[src/rtl/otter_branch_predictor_if.sv]
// Fetch-side lookup, EX-side training and statistics signals of the OTTER
// branch target buffer, bundled so the predictor and its user share one bus.
interface otter_branch_predictor_if #(
  parameter int XLEN  = 32,
  parameter int CNT_W = 32
);
  logic             lookup_en;
  logic [XLEN-1:0]  lookup_pc;
  logic             pred_hit;
  logic             pred_taken;
  logic [XLEN-1:0]  pred_next_pc;

  logic             upd_valid;
  logic [XLEN-1:0]  upd_pc;
  logic             upd_is_jump;
  logic             upd_taken;
  logic [XLEN-1:0]  upd_target;
  logic             upd_mispredict;

  logic             inv;

  logic [CNT_W-1:0] stat_hits;
  logic [CNT_W-1:0] stat_mispred;

  // Pipeline side: drives fetch PC and resolved-branch training.
  modport master (
    output lookup_en, lookup_pc,
    output upd_valid, upd_pc, upd_is_jump, upd_taken, upd_target, upd_mispredict,
    output inv,
    input  pred_hit, pred_taken, pred_next_pc,
    input  stat_hits, stat_mispred
  );

  // Predictor side.
  modport slave (
    input  lookup_en, lookup_pc,
    input  upd_valid, upd_pc, upd_is_jump, upd_taken, upd_target, upd_mispredict,
    input  inv,
    output pred_hit, pred_taken, pred_next_pc,
    output stat_hits, stat_mispred
  );
endinterface

[src/rtl/otter_branch_predictor.sv]
// Direct-mapped branch target buffer with per-entry saturating direction
// counters. Looked up combinationally with the fetch PC, trained from EX,
// with saturating hit and mispredict statistics.
module otter_branch_predictor #(
  parameter int XLEN     = 32,
  parameter int ENTRIES  = 64,
  parameter int CTR_BITS = 2,
  parameter int CNT_W    = 32
) (
  input  logic i_clk,
  input  logic i_rst,
  otter_branch_predictor_if.slave bp
);

  localparam int IDX  = $clog2(ENTRIES);
  localparam int TAGW = XLEN - IDX - 2;

  // Weakly not-taken after reset, weakly taken on a fresh branch allocation.
  localparam logic [CTR_BITS-1:0] CTR_MAX   = '1;
  localparam logic [CTR_BITS-1:0] CTR_INIT  = CTR_BITS'((2 ** (CTR_BITS - 1)) - 1);
  localparam logic [CTR_BITS-1:0] CTR_ALLOC = CTR_BITS'(2 ** (CTR_BITS - 1));

  logic [ENTRIES-1:0]  r_valid;
  logic [TAGW-1:0]     r_tag    [ENTRIES];
  logic [XLEN-1:0]     r_target [ENTRIES];
  logic [CTR_BITS-1:0] r_ctr    [ENTRIES];

  logic [CNT_W-1:0]    r_hits;
  logic [CNT_W-1:0]    r_mispred;

  logic [IDX-1:0]      w_lidx;
  logic [TAGW-1:0]     w_ltag;
  logic                w_hit;
  logic                w_taken;

  logic [IDX-1:0]      w_uidx;
  logic [TAGW-1:0]     w_utag;
  logic                w_uhit;
  logic                w_upd_ok;
  logic                w_we_entry;
  logic                w_we_target;
  logic [CTR_BITS-1:0] w_ctr_cur;
  logic [CTR_BITS-1:0] w_ctr_next;

  logic                w_unused;

  assign w_lidx = bp.lookup_pc[IDX+1:2];
  assign w_ltag = bp.lookup_pc[XLEN-1:IDX+2];
  assign w_uidx = bp.upd_pc[IDX+1:2];
  assign w_utag = bp.upd_pc[XLEN-1:IDX+2];

  // PC bits [1:0] never select an entry or form part of the tag.
  assign w_unused = ^{bp.lookup_pc[1:0], bp.upd_pc[1:0]};

  // Fetch-side lookup: reads state as of the last edge, so a same-cycle
  // update is only seen one cycle later. Forced to miss while in reset.
  always_comb begin
    w_hit   = ~i_rst & r_valid[w_lidx] & (r_tag[w_lidx] == w_ltag);
    w_taken = w_hit & r_ctr[w_lidx][CTR_BITS-1];
  end

  assign bp.pred_hit     = w_hit;
  assign bp.pred_taken   = w_taken;
  assign bp.pred_next_pc = w_taken ? r_target[w_lidx] : bp.lookup_pc + XLEN'(4);

  // Training decision: hits always retrain, misses allocate only when taken.
  always_comb begin
    w_uhit      = r_valid[w_uidx] & (r_tag[w_uidx] == w_utag);
    w_upd_ok    = bp.upd_valid & ~bp.inv & ~i_rst;
    w_we_entry  = w_upd_ok & (w_uhit | bp.upd_taken);
    w_we_target = w_upd_ok & (bp.upd_is_jump ? w_uhit | bp.upd_taken : bp.upd_taken);
    w_ctr_cur   = r_ctr[w_uidx];
    w_ctr_next  = w_ctr_cur;
    if (w_uhit) begin
      if (bp.upd_is_jump)
        w_ctr_next = CTR_MAX;
      else if (bp.upd_taken)
        w_ctr_next = (w_ctr_cur == CTR_MAX) ? CTR_MAX : w_ctr_cur + CTR_BITS'(1);
      else
        w_ctr_next = (w_ctr_cur == '0) ? '0 : w_ctr_cur - CTR_BITS'(1);
    end else begin
      w_ctr_next = bp.upd_is_jump ? CTR_MAX : CTR_ALLOC;
    end
  end

  // Valid bits and direction counters: reset clears, inv drops all entries.
  always_ff @(posedge i_clk) begin
    if (i_rst) begin
      r_valid <= '0;
      for (int i = 0; i < ENTRIES; i++)
        r_ctr[i] <= CTR_INIT;
    end else if (bp.inv) begin
      r_valid <= '0;
    end else if (w_we_entry) begin
      r_valid[w_uidx] <= 1'b1;
      r_ctr[w_uidx]   <= w_ctr_next;
    end
  end

  // Tag and target storage needs no reset; it is only trusted when valid.
  always_ff @(posedge i_clk) begin
    if (w_we_entry)
      r_tag[w_uidx] <= w_utag;
    if (w_we_target)
      r_target[w_uidx] <= bp.upd_target;
  end

  // Saturating statistics, cleared only by reset.
  always_ff @(posedge i_clk) begin
    if (i_rst) begin
      r_hits    <= '0;
      r_mispred <= '0;
    end else begin
      if (bp.lookup_en && w_hit && (r_hits != '1))
        r_hits <= r_hits + CNT_W'(1);
      if (bp.upd_valid && bp.upd_mispredict && (r_mispred != '1))
        r_mispred <= r_mispred + CNT_W'(1);
    end
  end

  assign bp.stat_hits    = r_hits;
  assign bp.stat_mispred = r_mispred;

endmodule

[src/flat_wrapper.sv]
// flat-port wrapper written by rule: the top's interface ports become plain ports
module otter_branch_predictor_flat 
#(
  parameter int XLEN     = 32,
  parameter int ENTRIES  = 64,
  parameter int CTR_BITS = 2,
  parameter int CNT_W    = 32
)
  (i_clk, i_rst, bp_lookup_en, bp_lookup_pc, bp_upd_valid, bp_upd_pc, bp_upd_is_jump, bp_upd_taken, bp_upd_target, bp_upd_mispredict, bp_inv, bp_pred_hit, bp_pred_taken, bp_pred_next_pc, bp_stat_hits, bp_stat_mispred);
  otter_branch_predictor_if #(.XLEN(XLEN), .CNT_W(CNT_W)) bp_i ();
  input  logic i_clk;
  input  logic i_rst;
  input wire logic [$bits(bp_i.lookup_en)-1:0] bp_lookup_en;
  input wire logic [$bits(bp_i.lookup_pc)-1:0] bp_lookup_pc;
  input wire logic [$bits(bp_i.upd_valid)-1:0] bp_upd_valid;
  input wire logic [$bits(bp_i.upd_pc)-1:0] bp_upd_pc;
  input wire logic [$bits(bp_i.upd_is_jump)-1:0] bp_upd_is_jump;
  input wire logic [$bits(bp_i.upd_taken)-1:0] bp_upd_taken;
  input wire logic [$bits(bp_i.upd_target)-1:0] bp_upd_target;
  input wire logic [$bits(bp_i.upd_mispredict)-1:0] bp_upd_mispredict;
  input wire logic [$bits(bp_i.inv)-1:0] bp_inv;
  output wire logic [$bits(bp_i.pred_hit)-1:0] bp_pred_hit;
  output wire logic [$bits(bp_i.pred_taken)-1:0] bp_pred_taken;
  output wire logic [$bits(bp_i.pred_next_pc)-1:0] bp_pred_next_pc;
  output wire logic [$bits(bp_i.stat_hits)-1:0] bp_stat_hits;
  output wire logic [$bits(bp_i.stat_mispred)-1:0] bp_stat_mispred;
  assign bp_i.lookup_en = bp_lookup_en;
  assign bp_i.lookup_pc = bp_lookup_pc;
  assign bp_i.upd_valid = bp_upd_valid;
  assign bp_i.upd_pc = bp_upd_pc;
  assign bp_i.upd_is_jump = bp_upd_is_jump;
  assign bp_i.upd_taken = bp_upd_taken;
  assign bp_i.upd_target = bp_upd_target;
  assign bp_i.upd_mispredict = bp_upd_mispredict;
  assign bp_i.inv = bp_inv;
  assign bp_pred_hit = bp_i.pred_hit;
  assign bp_pred_taken = bp_i.pred_taken;
  assign bp_pred_next_pc = bp_i.pred_next_pc;
  assign bp_stat_hits = bp_i.stat_hits;
  assign bp_stat_mispred = bp_i.stat_mispred;
  otter_branch_predictor #(.XLEN(XLEN), .ENTRIES(ENTRIES), .CTR_BITS(CTR_BITS), .CNT_W(CNT_W)) u_core (.i_clk(i_clk), .i_rst(i_rst), .bp(bp_i));
endmodule
[config.mk]
export PLATFORM = sky130hd
export DESIGN_NAME = otter_branch_predictor_flat
export DESIGN_NICKNAME = d
export VERILOG_FILES = /design/src/rtl/otter_branch_predictor_if.sv /design/src/rtl/otter_branch_predictor.sv /design/src/flat_wrapper.sv
export SDC_FILE = /design/constraint.sdc
export NUM_CORES = 2
export LEC_CHECK = 0
export BUFFER_PORTS_ARGS = -buffer_cell sky130_fd_sc_hd__buf_2
export CAP_MARGIN = 20
export CELL_PAD_IN_SITES_DETAIL_PLACEMENT = 1
export CELL_PAD_IN_SITES_GLOBAL_PLACEMENT = 1
export CORE_ASPECT_RATIO = 0.6
export CORE_MARGIN = 2
export CORE_UTILIZATION = 30
export CTS_BUF_LIST = sky130_fd_sc_hd__clkbuf_4 sky130_fd_sc_hd__clkbuf_8
export DETAILED_ROUTE_END_ITERATION = 16
export PLACE_DENSITY = 0.58
export RECOVER_POWER = 100
export SETUP_SLACK_MARGIN = 0.02
export SLEW_MARGIN = 20
export SYNTH_ARGS = -nofsm -noshare
export SYNTH_HDL_FRONTEND = slang
export SYNTH_SLANG_ARGS = --single-unit
[constraint.sdc]
create_clock -name i_clk -period 12.4 [get_ports i_clk]
set_clock_uncertainty 0.15 [all_clocks]
set_input_delay 0.62 -clock i_clk [delete_from_list [all_inputs] [get_ports i_clk]]
set_output_delay 0.62 -clock i_clk [all_outputs]
set_load 0.01 [all_outputs]
# Word-level counts from Yosys, hierarchy flattened
# Memories as Yosys holds them, arrays and structs flattened.
# Index checks and enable logic that the tools add are counted.
# totals
register_bits,128
latch_bits,0
mem_bits_rw,3712
romBits,0
output_inout_bits,98
word_cells,65
mem_count,3
# op_classes
n_addsub,5
n_mul,0
div,0
n_lt_le_gt_ge,3
eq_ne,5
n_shift,0
mux,26
bitwise_logic,12
reduce_logical,8
# memory_table
memory,words,word_bits,rd,rd_clocked_by_memory_dff,wr,line,rtl
u_core.r_target,64,32,1,0,1,otter_branch_predictor.sv:25,logic [XLEN-1:0] r_target [ENTRIES];
u_core.r_tag,64,24,2,0,1,otter_branch_predictor.sv:24,logic [TAGW-1:0] r_tag [ENTRIES];
u_core.r_ctr,64,2,2,0,64,otter_branch_predictor.sv:26,logic [CTR_BITS-1:0] r_ctr [ENTRIES];
# op_table
operator,n
32-bit by 1-bit adder with 32-bit output (second input constant),2
32-bit != test (second input constant),2
64-bit bitwise OR,1
24-bit equality test,2
32-bit by 3-bit adder with 32-bit output (second input constant),1
32-bit two-way mux,1
1-bit two-way mux,15
6-bit by 7-bit less-than comparator with 1-bit output (second input constant),2
1-bit binary-select mux with 6-bit select,2
2-bit two-way mux,6
1-bit AND,8
1-bit demux with 6-bit select,1
6-bit by 1-bit greater-or-equal comparator with 1-bit output (second input constant),1
6-bit two-way mux,1
1-bit logical AND,5
2-bit OR reduction,2
2-bit by 1-bit adder with 2-bit output (second input constant),1
2-bit equality test (second input constant),1
2-bit logical NOT,1
1-bit inverter,2
2-bit by 1-bit subtractor with 2-bit output (second input constant),1
1-bit bitwise OR,1

# Depth between registers and ports, before layout
# depth
word_depth,11
depth_mapped,20
depth_no_buf,10

# Least setup slack after synthesis
# OpenSTA, ideal clock, no wires.
# synth_path
path_type,input -> register
start,input port bp_upd_pc[4]
end,"memory u_core.r_target[42][0], enable pin"
setup_time_ns,0.421
arrival_ns,5.145
t_required_ns,11.829
setup_slack_ns,6.684
cell_stages,15
cell_sequence,buf_2 buf_2 buf_1 mux2_2 a221oi_1 o22ai_1 a222oi_1 o211ai_1 xor2_1 a2111oi_0 and4_1 buf_2 a31oi_1 clkbuf_1 nor2_1
# synth_via
elab_chain_len,8
word_cells_on_any_way,10
# synth_rtl
item,line,rtl
from (decl),flat_wrapper.sv:16,input wire logic [$bits(bp_i.upd_pc)-1:0] bp_upd_pc;
memory 64 x 24 bit or 1-bit binary-select mux with 6-bit select (tied branches),n/a,
24-bit equality test or 1-bit two-way mux (tied branches),otter_branch_predictor.sv:68,w_uhit = r_valid[w_uidx] & (r_tag[w_uidx] == w_utag);
1-bit AND,otter_branch_predictor.sv:68,
1-bit bitwise OR,otter_branch_predictor.sv:71,w_we_target = w_upd_ok & (bp.upd_is_jump ? w_uhit | bp.upd_taken : bp.upd_taken);
1-bit two-way mux,otter_branch_predictor.sv:71,
1-bit AND,otter_branch_predictor.sv:71,
1-bit two-way mux,otter_branch_predictor.sv:104,if (w_we_target)
1-bit two-way mux (implied by the code),otter_branch_predictor.sv:105,r_target[w_uidx] <= bp.upd_target;
to (decl),otter_branch_predictor.sv:25,
# Several ways; a longest one is shown, not always the timed one. The select of a mux whose other input is x is not followed.

# Worst setup path in the final report
# layout_path
start,input port bp_lookup_pc[3]
end,output port bp_pred_next_pc[3]
# layout_via
elab_chain_len,6
word_cells_on_any_way,11
# layout_rtl
item,line,rtl
from (decl),flat_wrapper.sv:14,input wire logic [$bits(bp_i.lookup_pc)-1:0] bp_lookup_pc;
"parallel branches: the longest is 5 deep, another holds memory 64 x 24 bit",n/a,
32-bit two-way mux (*),otter_branch_predictor.sv:64,assign bp.pred_next_pc = w_taken ? r_target[w_lidx] : bp.lookup_pc + XLEN'(4);
to (decl),flat_wrapper.sv:24,output wire logic [$bits(bp_i.pred_next_pc)-1:0] bp_pred_next_pc;
# Mark *: on every way between the ends. The select of a mux whose other input is x is not followed.

==> tab_implementation.tex <==
\begin{tabular}{lr}
\hline
Metric & Value \\
\hline
\multicolumn{2}{l}{\textbf{Outcome}} \\
\quad Result of the run & complete, but fails checks \\
\quad Violated checks & capacitance limit, slew limit \\
\multicolumn{2}{l}{\textbf{GRT}} \\
\quad Global-route usage over all layers & 23.1\% \\
\quad Grt ovf & 0 \\
\quad Number of antenna violations at the first check in global routing & 94 \\
\quad Vias in the first global route & 101000 \\
\quad First-pass GRT wire length & 889 mm \\
\quad Pin count of the biggest net entering global routing & 111 \\
\multicolumn{2}{l}{\textbf{Timing}} \\
\quad Highest attainable clock frequency & 92.2 MHz \\
\quad Total negative slack for setup checks & 0 ns \\
\quad Final slew viol count & 5204 \\
\quad Normalized max-slew margin & -166\% \\
\quad Setup repair after global routing missed its margin & no \\
\quad Number of hold violations in the final report & 0 \\
\quad Count of final setup violators & 0 \\
\quad Post-route minimum period & 10.85 ns \\
\quad Final Cycle Share & 87.5\% \\
\quad Pin slew with the least headroom to its limit & 3.99 ns \\
\multicolumn{2}{l}{\textbf{Floorplan}} \\
\quad Height of the die & 577 um \\
\quad Die Area & 0.554 sq mm \\
\quad Number of standard-cell rows in the floorplan & 210 \\
\quad I/O pin cnt & 202 \\
\quad Horizontal die dimension & 960 um \\
\quad Placeable core region & 0.545 sq mm \\
\quad Initial Util & 30.1\% \\
\multicolumn{2}{l}{\textbf{Clocking}} \\
\quad Source-to-sink clock delay at the later pin of the worst-skew pair & 1.28 ns \\
\quad Max Root-Sink Buffers & 4 \\
\quad Clock Sink Count & 3840 \\
\quad Buffer count from post-CTS setup fixing & 0 \\
\quad Number of levels the H-tree was split into & 6 \\
\quad TritonCTS clock tree & yes \\
\quad Count of instances resized after the clock tree is built & 0 \\
\quad Clock Root Buffer & sky130\_fd\_sc\_hd\_\_clkbuf\_8 \\
\quad Total CTS buffers & 573 \\
\quad Clock slew at the register clock pins of the worst setup and hold paths & 0.07 ns \\
\multicolumn{2}{l}{\textbf{Placement}} \\
\quad HPWL after DPL & 415 mm \\
\quad Number of placed cells counting well taps & 15900 \\
\quad Count of input and output buffers & 199 \\
\quad Gpl congestion & 0.932 \\
\quad Area post-placement & 0.176 sq mm \\
\multicolumn{2}{l}{\textbf{Setup path}} \\
\quad Critical Path Start Type & input pin \\
\quad Beginning of the critical path & bp\_lookup\_pc[3] \\
\quad Worst Setup End Kind & output port \\
\quad Worst-path maximum fanout & 99 \\
\quad Launch point of the worst reg-to-reg path & u\_core.r\_tag[53][19]\$\_DFFE\_PP\_ \\
\quad Worst path arrival time & 10.08 ns \\
\quad Worst Setup Path Type & in2out \\
\quad Reg2reg path depth & 11 \\
\quad Critical Path RT & 11.63 ns \\
\multicolumn{2}{l}{\textbf{Power and ir drop}} \\
\quad Maximum VDD drop & 0.000108 V \\
\quad P per Cell Area & 146 mW/mm\^{}2 \\
\quad Leakage & 57.4 nW \\
\quad Total power & 27.2 mW \\
\multicolumn{2}{l}{\textbf{Finish}} \\
\quad Fraction of final layout cells with drive strength greater than 1 & 27.7\% \\
\quad Most frequent cells in the layout & sky130\_fd\_sc\_hd\_\_edfxtp\_1, sky130\_fd\_sc\_hd\_\_mux4\_2, sky130\_fd\_sc\_hd\_\_clkbuf\_8, sky130\_fd\_sc\_hd\_\_mux2i\_1, sky130\_fd\_sc\_hd\_\_nand2\_1 \\
\quad Number of non-filler instances in the completed layout & 17000 \\
\quad Commonest non-fill, non-tap cell in the layout & sky130\_fd\_sc\_hd\_\_edfxtp\_1 \\
\quad Final Cell Area & 0.187 sq mm \\
\quad Area added between synthesis and finish & 13.5\% \\
\quad Number of fill cells in the layout & 54800 \\
\quad Fin nets & 9361 \\
\multicolumn{2}{l}{\textbf{Route}} \\
\quad Routed met2 length & 268 mm \\
\quad Total wire length after detailed routing & 665 mm \\
\quad Total iterations of the first detailed-routing run & 8 \\
\quad DR WL met3 & 97.5 mm \\
\quad Detailed router's first-iteration violation count & 17600 \\
\quad Number of remaining DRC errors & 0 \\
\quad Via-per-instance ratio & 6.04 \\
\quad Number of vias in the routed layout & 103000 \\
\quad Routed len/inst & 39.0 um \\
\quad Detail Route Antenna Nets & 0 \\
\quad Met1 layer wirelength in the final routing & 278 mm \\
\quad Uppermost metal layer occupied by signal nets & met5 \\
\multicolumn{2}{l}{\textbf{Logic synthesis}} \\
\quad Cell count after synthesis & 8685 \\
\quad Post-Syn Area & 0.164 sq mm \\
\quad Share of the yosys chip area belonging to registers & 69.4\% \\
\quad Average cell area after synthesis & 18.9 sq um \\
\quad Warnings, synthesis & 0 \\
\quad Synth Register Bits & 3840 \\
\quad Post-synth EDFFs & 3712 \\
\quad Unique cell type count in the Yosys netlist & 94 \\
\quad Synthesized Nets & 8792 \\
\quad Primary FF master, synth & sky130\_fd\_sc\_hd\_\_edfxtp\_1 \\
\quad Synth async-reset ratio & 0\% \\
\multicolumn{2}{l}{\textbf{Worst hold path}} \\
\quad Worst Min Path Start & bp\_upd\_is\_jump \\
\quad Worst hold path cell count & 4 \\
\quad Path type of the worst min-delay path & in2reg \\
\multicolumn{2}{l}{\textbf{Run}} \\
\quad Number of maximum-capacitance violations & 135 \\
\hline
\end{tabular}
cell type report:
type	count	area [sq um]	area share, %
sequential	3840	114000	61.1
multi-input combinational	4164	47600	25.5
clock buffer	775	9450	5.07
tap	7314	9150	4.90
timing repair buffer	651	4440	2.38
clock inverter	238	1710	0.915
inverter	24	109	0.0583
antenna	36	90.1	0.0483
synth_stat cells, drive strengths merged (19+ instances only):
library cell | n | share of area, %
clkbuf | 282 | 0.65
and3 | 32 | 0.12
xnor2 | 50 | 0.27
a221oi | 222 | 1.2
edfxtp | 3712 | 68
mux4 | 1146 | 16
inv | 23 | 0.053
or3 | 32 | 0.12
xor2 | 48 | 0.26
a22o | 43 | 0.23
nor2b | 28 | 0.11
a21oi | 127 | 0.39
nand4 | 38 | 0.16
o21ai | 211 | 0.64
nor4 | 80 | 0.33
buf | 375 | 1.3
a221o | 48 | 0.29
o22ai | 111 | 0.42
and2 | 21 | 0.080
nor3 | 22 | 0.070
dfxtp | 128 | 1.6
o21bai | 64 | 0.29
o221ai | 35 | 0.19
mux2 | 197 | 1.3
nand3 | 76 | 0.23
nand2 | 335 | 0.77
nor2 | 335 | 0.77
mux2i | 352 | 2.1
a22oi | 217 | 0.99
o22a | 19 | 0.10
o31ai | 32 | 0.15
registers in the layout, indices dropped and copies added (netlist names):
name and flops:
u_core.bp.stat_hits 32, u_core.bp.stat_mispred 32, u_core.r_ctr 128, u_core.r_tag 1536, u_core.r_target 2048, u_core.r_valid 64
layer usage:
layer / track usage (%) / vias to the layer above
met5: 0 / -
met1: 33.8 / 55900
li1: - / 38000
met2: 31.7 / 7892
met4: 6.32 / 30
met3: 8.89 / 1199
logic make-up (layout without fill, tap and decap cells):
kind of cell / Yosys count / count (layout) / synth area share, %
AOI/OAI and AO/OA: 1285 / 1285 / 5.71
other: 0 / 36 / 0
adders and majority gates: 3 / 3 / 0.0228
muxes: 1695 / 1695 / 19.2
buffers and inverters: 681 / 1688 / 2.00
and+or+nand+nor: 1083 / 1083 / 3.17
xor gates and xnor gates: 98 / 98 / 0.522
DFF: 3840 / 3840 / 69.4
critical path, cell delays in order:
cell and delay, ns:
sky130_fd_sc_hd__buf_8 0.59, sky130_fd_sc_hd__buf_12 0.52, sky130_fd_sc_hd__buf_4 0.83, sky130_fd_sc_hd__mux4_2 0.42
sky130_fd_sc_hd__a22oi_1 0.19, sky130_fd_sc_hd__a21oi_1 0.24, sky130_fd_sc_hd__a211oi_1 1.81, sky130_fd_sc_hd__xnor2_1 0.29
sky130_fd_sc_hd__a2111oi_0 0.84, sky130_fd_sc_hd__nand4_1 0.26, sky130_fd_sc_hd__nor4_1 2.33, sky130_fd_sc_hd__mux2_1 0.49
sky130_fd_sc_hd__buf_2 0.17
report_power, final:
group / switching (mW) / internal [mW] / leakage [nW] / total [mW]
logic: 1.49 / 0.679 / 17.0 / 2.17
registers: 0.0148 / 14.3 / 34.5 / 14.3
clock network: 5.41 / 5.29 / 5.91 / 10.7
stage by stage:
stage / setup WS [ns] / utilization [%] / hold slack, ns
final: 1.55 / 34.2 / 0.299
after global routing: 1.97 / 34.2 / 0.293
after CTS: 4.18 / 34.4 / 0.00123
after detailed placement: 3.24 / 32.2 / 0.319
after global placement: 3.38 / 32.2 / 0.304
after floorplan: 6.68 / - / 0.282
final timing paths:
path / slack (ns) / end
hold reg to reg: 0.34 / u_core.r_valid[7]$_SDFFE_PP0N_
setup reg to reg: 2.95 / u_core.r_tag[56][18]$_DFFE_PP_
hold / removal: 0.30 / u_core.r_ctr[51][0]$_SDFFCE_PN1P_
setup / recovery: 1.55 / bp_pred_next_pc[3]
timing repair:
item	4_1_cts	5_1_grt
endpoints found under the setup margin	0	0
hold endpoints to repair	1958	704
hold buffers	51	11
Note: power is estimated with default switching activity, not from simulation.
